$ cat src/rtl/gcd_pkg.sv
// Shared types and constants for the GCD scheduler and the engine it drives.
package gcd_pkg;

   // Scheduler FSM states
   typedef enum logic [1:0] {
      IDLE  = 2'd0,
      ISSUE = 2'd1,
      WAIT  = 2'd2,
      RESP  = 2'd3
   } state_t;

   // Defaults shared with the GCD engine
   localparam int DEF_WIDTH   = 16;
   localparam int DEF_TIMEOUT = 1024;

   // Width of a requester index; never narrower than one bit
   function automatic int id_width(input int n);
      return (n > 1) ? $clog2(n) : 1;
   endfunction

endpackage

$ cat src/rtl/gcd_rr_arbiter.sv
// Combinational round-robin pick: the search starts just after the last grant.
module gcd_rr_arbiter
   import gcd_pkg::*;
#(
   parameter int N_REQ = 4,
   parameter int ID_W  = id_width(N_REQ)
) (
   input  logic [N_REQ-1:0] req_valid,
   input  logic [ID_W-1:0]  rr_ptr,
   output logic [N_REQ-1:0] grant,
   output logic [ID_W-1:0]  grant_idx,
   output logic             any_valid
);

   // Walk from farthest to nearest so the nearest valid requester after rr_ptr wins
   always_comb begin
      logic [ID_W-1:0] idx;
      idx       = '0;
      grant_idx = '0;
      any_valid = 1'b0;
      for (int off = N_REQ; off >= 1; off--) begin
         idx = ID_W'((int'(rr_ptr) + off) % N_REQ);
         if (req_valid[idx]) begin
            grant_idx = idx;
            any_valid = 1'b1;
         end else begin
            grant_idx = grant_idx;
         end
      end
      if (any_valid) begin
         grant = {{(N_REQ-1){1'b0}}, 1'b1} << grant_idx;
      end else begin
         grant = '0;
      end
   end

endmodule

$ cat src/rtl/gcd_scheduler.sv
// Round-robin scheduler sharing one start/done GCD engine among N_REQ requesters,
// with a zero-operand bypass and a WAIT timeout that reports an error response.
module gcd_scheduler
   import gcd_pkg::*;
#(
   parameter int N_REQ   = 4,
   parameter int WIDTH   = DEF_WIDTH,
   parameter int TIMEOUT = DEF_TIMEOUT
) (
   input  logic                         clk,
   input  logic                         rst,
   input  logic [N_REQ-1:0]             req_valid,
   output logic [N_REQ-1:0]             req_ready,
   input  logic [N_REQ*WIDTH-1:0]       req_a,
   input  logic [N_REQ*WIDTH-1:0]       req_b,
   output logic                         rsp_valid,
   input  logic                         rsp_ready,
   output logic [id_width(N_REQ)-1:0]   rsp_id,
   output logic [WIDTH-1:0]             rsp_result,
   output logic                         rsp_err,
   output logic                         eng_start,
   output logic [WIDTH-1:0]             eng_a,
   output logic [WIDTH-1:0]             eng_b,
   input  logic                         eng_done,
   input  logic [WIDTH-1:0]             eng_result
);

   localparam int ID_W  = id_width(N_REQ);
   localparam int TMR_W = $clog2(TIMEOUT) + 1;

   state_t           state;
   logic [ID_W-1:0]  rr_ptr;
   logic [TMR_W-1:0] timer;

   logic [N_REQ-1:0] grant;
   logic [ID_W-1:0]  grant_idx;
   logic             any_valid;
   logic [WIDTH-1:0] sel_a;
   logic [WIDTH-1:0] sel_b;

   gcd_rr_arbiter #(
      .N_REQ (N_REQ),
      .ID_W  (ID_W)
   ) u_arb (
      .req_valid (req_valid),
      .rr_ptr    (rr_ptr),
      .grant     (grant),
      .grant_idx (grant_idx),
      .any_valid (any_valid)
   );

   // Operands of the currently granted requester
   always_comb begin
      sel_a = req_a[int'(grant_idx)*WIDTH +: WIDTH];
      sel_b = req_b[int'(grant_idx)*WIDTH +: WIDTH];
   end

   // Accept is offered only while idle, so the handshake completes in the grant cycle
   always_comb begin
      if ((state == IDLE) && !rst) begin
         req_ready = grant;
      end else begin
         req_ready = '0;
      end
   end

   // Scheduler FSM with registered response and engine-side outputs
   always_ff @(posedge clk or posedge rst) begin
      if (rst) begin
         state      <= IDLE;
         rr_ptr     <= ID_W'(N_REQ - 1);
         timer      <= '0;
         rsp_valid  <= 1'b0;
         rsp_id     <= '0;
         rsp_result <= '0;
         rsp_err    <= 1'b0;
         eng_start  <= 1'b0;
         eng_a      <= '0;
         eng_b      <= '0;
      end else begin
         case (state)
            IDLE: begin
               if (any_valid) begin
                  rr_ptr <= grant_idx;
                  rsp_id <= grant_idx;
                  eng_a  <= sel_a;
                  eng_b  <= sel_b;
                  // gcd(x,0)=x and gcd(0,0)=0, so a zero operand never needs the engine
                  if ((sel_a == {WIDTH{1'b0}}) || (sel_b == {WIDTH{1'b0}})) begin
                     rsp_result <= sel_a | sel_b;
                     rsp_err    <= 1'b0;
                     rsp_valid  <= 1'b1;
                     state      <= RESP;
                  end else begin
                     eng_start <= 1'b1;
                     state     <= ISSUE;
                  end
               end else begin
                  state <= IDLE;
               end
            end
            ISSUE: begin
               eng_start <= 1'b0;
               timer     <= '0;
               state     <= WAIT;
            end
            WAIT: begin
               // Completion takes precedence over a coincident timeout
               if (eng_done) begin
                  rsp_result <= eng_result;
                  rsp_err    <= 1'b0;
                  rsp_valid  <= 1'b1;
                  state      <= RESP;
               end else if (timer == TMR_W'(TIMEOUT - 1)) begin
                  rsp_result <= '0;
                  rsp_err    <= 1'b1;
                  rsp_valid  <= 1'b1;
                  state      <= RESP;
               end else begin
                  timer <= timer + TMR_W'(1);
               end
            end
            RESP: begin
               if (rsp_ready) begin
                  rsp_valid <= 1'b0;
                  state     <= IDLE;
               end else begin
                  state <= RESP;
               end
            end
            default: begin
               state     <= IDLE;
               rsp_valid <= 1'b0;
               eng_start <= 1'b0;
            end
         endcase
      end
   end

endmodule

$ cat config.mk
export PLATFORM = sky130hd
export DESIGN_NAME = gcd_scheduler
export DESIGN_NICKNAME = d
export VERILOG_FILES = /design/src/rtl/gcd_pkg.sv /design/src/rtl/gcd_rr_arbiter.sv /design/src/rtl/gcd_scheduler.sv
export SDC_FILE = /design/constraint.sdc
export NUM_CORES = 1
export LEC_CHECK = 0
export BUFFER_PORTS_ARGS = -buffer_cell sky130_fd_sc_hd__buf_2
export CAP_MARGIN = 5
export CELL_PAD_IN_SITES_DETAIL_PLACEMENT = 0
export CELL_PAD_IN_SITES_GLOBAL_PLACEMENT = 2
export CORE_ASPECT_RATIO = 2
export CORE_MARGIN = 2
export CORE_UTILIZATION = 28
export DETAILED_ROUTE_END_ITERATION = 12
export PLACE_DENSITY_LB_ADDON = 0.1
export SYNTH_ARGS = -nofsm -noshare
export SYNTH_HDL_FRONTEND = slang
export SYNTH_HIERARCHICAL = 1
export SYNTH_SLANG_ARGS = --single-unit
$ cat constraint.sdc
create_clock -name clk -period 4.85 [get_ports clk]
set_input_delay 0.97 -clock clk [delete_from_list [all_inputs] [get_ports clk]]
set_output_delay 0.97 -clock clk [all_outputs]
set_load 0.02 [all_outputs]
## Word level (Yosys, flattened, before mapping)

Index checks and enable logic that the tools add are counted.

| operators by class | value |
|---|---|
| $add $sub $neg | 5 |
| $lt $le $gt $ge | 4 |
| equal/unequal tests | 11 |
| shift-type cells | 3 |
| muxes and demuxes | 45 |
| bitwise operators | 1 |
| reduce and logical (&&, ||, !) cells | 15 |

Operator list:

| kind | count |
|---|---|
| variable part select 64 x 7 -> 16 bit | 2 |
| two-way mux 16 bit | 4 |
| logical NOT 16 bit | 2 |
| case mux 16 bit (2 select lines) | 1 |
| two-way mux 11 bit | 2 |
| case mux 11 bit (2 select lines) | 1 |
| two-way mux 1 bit | 18 |
| two-way mux 2 bit | 9 |
| OR 16 bit | 1 |
| less-than comparator 2 x 3 -> 1 bit (second input constant) | 4 |
| adder 11 x 1 -> 11 bit (second input constant) | 1 |
| == test 11 x 10 -> 1 bit (second input constant) | 1 |
| != test 2 bit (second input constant) | 5 |
| binary-select mux 1 bit (select 2 bit) | 4 |
| two-way mux 4 bit | 2 |
| case mux 2 bit (4 select lines) | 1 |
| AND reduction 3 bit | 2 |
| nonzero test 2 bit | 3 |
| AND reduction 5 bit | 1 |
| adder 2 x 1 -> 2 bit (second input constant) | 2 |
| adder 2 bit (second input constant) | 2 |
| == test 2 bit (second input constant) | 2 |
| case mux 1 bit (2 select lines) | 2 |
| AND reduction 4 bit | 1 |
| other kinds (11) | 11 |

| storage, ports and cells | value |
|---|---|
| register bits after elaboration | 68 |
| bits of input ports | 152 |
| output and inout port bits | 57 |
| logic and storage cells | 94 |

## Logic depth before layout (Yosys ltp)

| depth | value |
|---|---|
| depth after elaboration | 13 |
| gate-level depth with buffers | 13 |
| depth with buffers taken out | 8 |

## Modules after synthesis

The synthesis kept the hierarchy.

Modules (own cells, without submodules):

| module | instances | cells each | area an instance (sq um) | seq. area each (sq um) |
|---|---|---|---|---|
| gcd_scheduler | 1 | 421 | 4098.9 | 1704.1 |
| gcd_rr_arbiter | 1 | 28 | 177.7 | 0.0 |

## Least setup slack after synthesis

Ideal clock, no wire load.

| timing | value |
|---|---|
| path kind | input-to-reg |
| from | in req_valid[1] |
| to | reg rsp_result[10] |
| library setup time | 133 ps |
| arrival | 3265 ps |
| data required time | 4717 ps |
| path slack | 1452 ps |
| stages | 13 |
| path buffers | 5 |
| cells stage by stage | nor2_1 > inv_1 > a311oi_2 > clkbuf_1 > buf_2 > mux4_2 > nor4_1 > and4_1 > buf_4 > o21a_4 > buf_6 > buf_6 > o211ai_2 |

| on the way | value |
|---|---|
| longest elaborated chain between the ends | 11 |
| elaborated cells on any way between the ends | 28 |
| those cells by class | 2 x eq/ne; 2 x shift; 19 x mux; 1 x bitwise; 4 x reduce/logical |

RTL lines:

| what | line | text |
|---|---|---|
| start: declaration | gcd_scheduler.sv:12 | `input logic [N_REQ-1:0] req_valid,` |
| binary-select mux 1 bit (select 2 bit) | gcd_rr_arbiter.sv:23 | `if (req_valid[idx]) begin` |
| two-way mux 1 bit (not written as such) | gcd_rr_arbiter.sv:23 |  |
| two-way mux 2 bit (3 in series) | gcd_rr_arbiter.sv:23 |  |
| two-way mux 2 bit (*) | gcd_rr_arbiter.sv:23 |  |
| via grant_idx[1] | gcd_scheduler.sv:36 | `logic [ID_W-1:0] grant_idx;` |
| variable part select 64 x 7 -> 16 bit, on equally long branches | gcd_scheduler.sv:54, gcd_scheduler.sv:55 |  |
| logical NOT 16 bit / OR 16 bit (equally long branches) | gcd_scheduler.sv:89, gcd_scheduler.sv:90 |  |
| logical OR 1 bit / two-way mux 16 bit (equally long branches) | gcd_scheduler.sv:89 | `if ((sel_a == {WIDTH{1'b0}}) \|\| (sel_b == {WIDTH{1'b0}})) begin` |
| != test 2 x 1 -> 1 bit (no line) / two-way mux 16 bit (equally long branches) | - |  |
| AND reduction 4 bit (no line) / case mux 16 bit (2 select lines) (equally long branches) | - |  |
| end signal: assignment | gcd_scheduler.sv:90 | `rsp_result <= sel_a \| sel_b;` |
| end signal: assignment | gcd_scheduler.sv:110 | `rsp_result <= eng_result;` |
| end: declaration | gcd_scheduler.sv:19 | `output logic [WIDTH-1:0] rsp_result,` |

Mark *: on every way through the listed nets, which the timed path passes. The rest lies on a longest branch. The select of a mux whose other input is x is not followed.
A chain may end at the register's enable or synchronous reset.

## Final worst setup path

| timing | value |
|---|---|
| from | in req_valid[2] |
| to | reg eng_start |

| on the way | value |
|---|---|
| longest elaborated chain between the ends | 11 |
| elaborated cells on any way between the ends | 24 |
| those cells by class | 2 x eq/ne; 2 x shift; 16 x mux; 4 x reduce/logical |

RTL lines:

| what | line | text |
|---|---|---|
| binary-select mux 1 bit (select 2 bit) | gcd_rr_arbiter.sv:23 |  |
| two-way mux 1 bit (not written as such) | gcd_rr_arbiter.sv:23 |  |
| two-way mux 2 bit (3 in series) | gcd_rr_arbiter.sv:23 |  |
| two-way mux 2 bit (*) | gcd_rr_arbiter.sv:23 |  |
| via grant_idx[0] | gcd_scheduler.sv:36 |  |
| variable part select 64 x 7 -> 16 bit, on equally long branches | gcd_scheduler.sv:54, gcd_scheduler.sv:55 |  |
| logical NOT 16 bit | gcd_scheduler.sv:89 |  |
| logical OR 1 bit (*) | gcd_scheduler.sv:89 |  |
| != test 2 bit (no line) (*) | - |  |
| AND reduction 3 bit (no line) (*) | - |  |
| end signal: assignment | gcd_scheduler.sv:77 | `eng_start <= 1'b0;` |
| end signal: assignment | gcd_scheduler.sv:95 | `eng_start <= 1'b1;` |
| end signal: assignment | gcd_scheduler.sv:103 | `eng_start <= 1'b0;` |
| end: declaration | gcd_scheduler.sv:21 | `output logic eng_start,` |

Marked as above.

==> impl_metrics.py <==
metrics = {
    "cts": {
        "cts.sink_count": 68,
        "clock_path_buffers": 2,
        "cts_tree": "built",
        "holdBufCountCts": 0,
        "path_clk_slew_ps": 60,
        "root_buffer": "clkbuf_16",
        "postCtsSetupRepairBufs": 0,
        "cts_resized": 0,
        "cts_inserted_buffers": 9,
        "insertion_delay_ps": 340,
        "cts_max_level": 3,
    },
    "global_routing": {
        "grtUsageMet2_pct": 36.2,
        "grt_max_degree": 38,
        "track_usage_pct": 19.4,
        "antenna_found_initial": 1,
        "first_global_vias": 4398,
        "met1_usage_pct": 21.5,
        "grt_first_pass_wirelength_um": 24300,
        "grt_busiest_layer": "met2",
        "grt-ovfl-total": 0,
        "grtUsageMet3_pct": 3.70,
    },
    "synthesis": {
        "avgSynthCellArea_um2": 9.52,
        "synth.most_common_cell": "nand2_1",
        "synth_top_area_share_pct": 38.6,
        "synth_top_flop_cell": "dfrtp_1",
        "postSynth.asyncResetShare_pct": 100,
        "yosys-top-cells-area": "dfrtp_1, mux4_2, nand2_1",
        "synth_cell_types": 49,
        "ys_seq_area_share_pct": 39.8,
        "synth.yosys.warnings": 6,
        "synth_top_cell_by_area": "dfrtp_1",
        "ys_top_cells_by_count": "nand2_1, dfrtp_1, mux4_2, nor2_1, o211ai_1",
        "ys_ff_latch": 68,
        "syn_inst": 449,
        "syn_area_um2": 4280,
        "synth_nets": 602,
        "synth_enable_flop_cells": 0,
    },
    "outcome": {
        "outcome": "finished clean",
    },
    "setup_path": {
        "startpoint_type": "primary input",
        "required_ps": 5070,
        "r2r_cells": 10,
        "worstSetupPathType": "in2reg",
        "regToRegSetupSlack_ps": 1430,
        "crit_arrival_ps": 3850,
        "crit_path_end_kind": "flip-flop",
        "timing.rr.end": "eng_start$_DFFE_PP0P_",
        "worstReg2RegStart": "rr_ptr[0]$_DFFE_PP1P_",
        "worstPathMaxFanout": 33,
    },
    "sta": {
        "finalSetupViolations": 0,
        "rsz0062_at_grt": "no",
        "setup_tns_ps": 0,
        "fmax_mhz": 276,
        "skew_ps": 9.39,
        "min_period_ps": 3630,
        "drv_slew": 0,
        "worst-slew-pin-transition_ps": 856,
        "period_share_pct": 74.8,
        "finalHoldViolCount": 0,
        "max-slew-margin-rel_pct": 42.3,
        "hold_slack_ps": 473,
    },
    "finish": {
        "multi_input_area_um2": 2380,
        "fill_cells": 1558,
        "regArea_um2": 1700,
        "final_nets": 797,
        "syn_to_final_growth_pct": 36.0,
        "fin_util_pct": 39.0,
        "drive_above_1_share_pct": 44.2,
    },
    "job": {
        "cap_viol_max_count": 0,
    },
    "route": {
        "drt_wl_total_um": 15800,
        "routed_via_density": 4.95,
        "first_pass_iters": 4,
        "drtAntennaViolNets": 0,
        "drt_iter0_drc": 164,
        "vias": 4183,
        "drc_errors": 0,
        "post_drt_wl_per_cell_um": 18.7,
    },
    "pwr": {
        "switching_power_mw": 1.48,
        "power.internal_mw": 1.92,
        "ir_drop_mv": 0.455,
        "p_leak_nw": 2.85,
        "pwr-share-comb_pct": 50.2,
        "clkPwrFrac_pct": 21.4,
        "power_density_nw_per_um2": 585,
        "p_sw_share_pct": 43.6,
        "power_frac_seq_pct": 28.4,
    },
    "floorplan": {
        "die_h_um": 179,
        "pin_count": 209,
        "core_um2": 14900,
        "die_width_um": 91.4,
        "die_area_um2": 16300,
        "start_util_pct": 28.7,
        "placementRows": 63,
    },
    "placed_design": {
        "place_congestion": 0.794,
        "port_buffers": 208,
        "hpwl_um": 12900,
    },
    "min_path": {
        "hold_path.class": "reg2reg",
        "min_from": "eng_a[5]$_DFFE_PP0P_",
        "hold_depth": 2,
        "holdPathEnd": "eng_a[5]$_DFFE_PP0P_",
    },
}
## final cells by class
class | instances | share of cell area, %
clock inverters | 6 | 1.51
repair buffers | 217 | 19.5
flip-flops and latches | 68 | 29.3
diodes | 1 | 0.0430
inverters | 7 | 0.452
clock buffers | 10 | 4.11
well taps | 195 | 4.20
multi-input cells | 341 | 40.9
## flip-flops by register name, summed over array words and instances (netlist names), 2 cells and up
signal / flops
state: 2
rsp_id: 2
rr_ptr: 2
eng_b: 16
timer: 11
eng_a: 16
rsp_result: 16
## power by group through the flow
stage | Sequential, mW | Clock (mW) | Combinational [mW]
3_3_place_gp | 0.974 | 0 | 1.72
5_1_grt | 0.994 | 0.762 | 1.88
2_1_floorplan | 1.14 | 0 | 0.976
3_5_place_dp | 0.974 | 0 | 1.74
4_1_cts | 0.970 | 0.737 | 1.74
6_report | 0.965 | 0.728 | 1.71
## cell usage in the layout (no fill, tap or decap), types with 2 or more instances in the layout
master      instances
buf_2             208
nand2_1           138
dfrtp_1            66
mux4_2             32
nor2_1             32
o211ai_1           23
nand3_1            19
o21ai_0            17
nor4_1             10
o211ai_2            9
clkbuf_16           9
buf_4               7
inv_1               6
a21oi_1             6
and2_1              5
xnor2_1             5
nand2b_1            4
nor3_1              4
a211oi_1            3
clkinvlp_4          3
and4_1              2
nand4_1             2
o22ai_1             2
o21ai_1             2
xor2_1              2
bufinv_16           2
buf_12              2
dfstp_2             2
nand2b_2            2
## worst max-delay path, cell delays in order
cell,delay (ps)
buf_2,130
nand2b_1,150
a21oi_1,160
a211o_2,140
buf_12,240
mux4_2,580
nor4_1,410
and4_1,490
buf_4,230
nor2_1,70
a22o_1,230
## metal layers
layer / up-vias / wire length, µm / share of wire, %
li1: 2009 / - / -
met2: 147 / 8710 / 55
met3: 21 / 790 / 5.0
met5: - / 0 / 0
met1: 2006 / 5830 / 37
met4: 0 / 459 / 2.9
## worst max path at each step
stage	start	slack [ps]	to	cells past startpoint
after floorplan	req_valid[1]	1450	rsp_result[10]$_DFFE_PP0P_	13
after global placement	req_valid[2]	900	rsp_result[2]$_DFFE_PP0P_	10
after detailed placement	req_valid[2]	840	eng_start$_DFFE_PP0P_	11
after CTS	req_valid[2]	1190	rsp_result[2]$_DFFE_PP0P_	10
after global routing	req_valid[2]	990	rsp_result[2]$_DFFE_PP0P_	10
final	req_valid[2]	1220	eng_start$_DFFE_PP0P_	11
## kinds of logic after synthesis
logic type	count (synthesis)	synth area share, %
XOR/XNOR	7	1.43
adder cells (fa/ha/maj)	1	0.293
AND/OR/NAND/NOR	224	22.4
buffers and inverters	40	4.91
multiplexers	33	17.1
flip-flops	68	39.8
AO/OA/AOI/OAI	76	14.0
## metrics by stage
step                      worst slack, ps  power (mW)  std cells  instance area, µm²
after global routing                  990        3.64        845                5810
after global placement                896        2.69        828                5490
after CTS                            1190        3.45        844                5810
after detailed placement              836        2.71        828                5490
after floorplan                      1450        2.12        449                4280
final                                1220        3.40        845                5810
No activity file was read; power rests on OpenSTA's default activity.
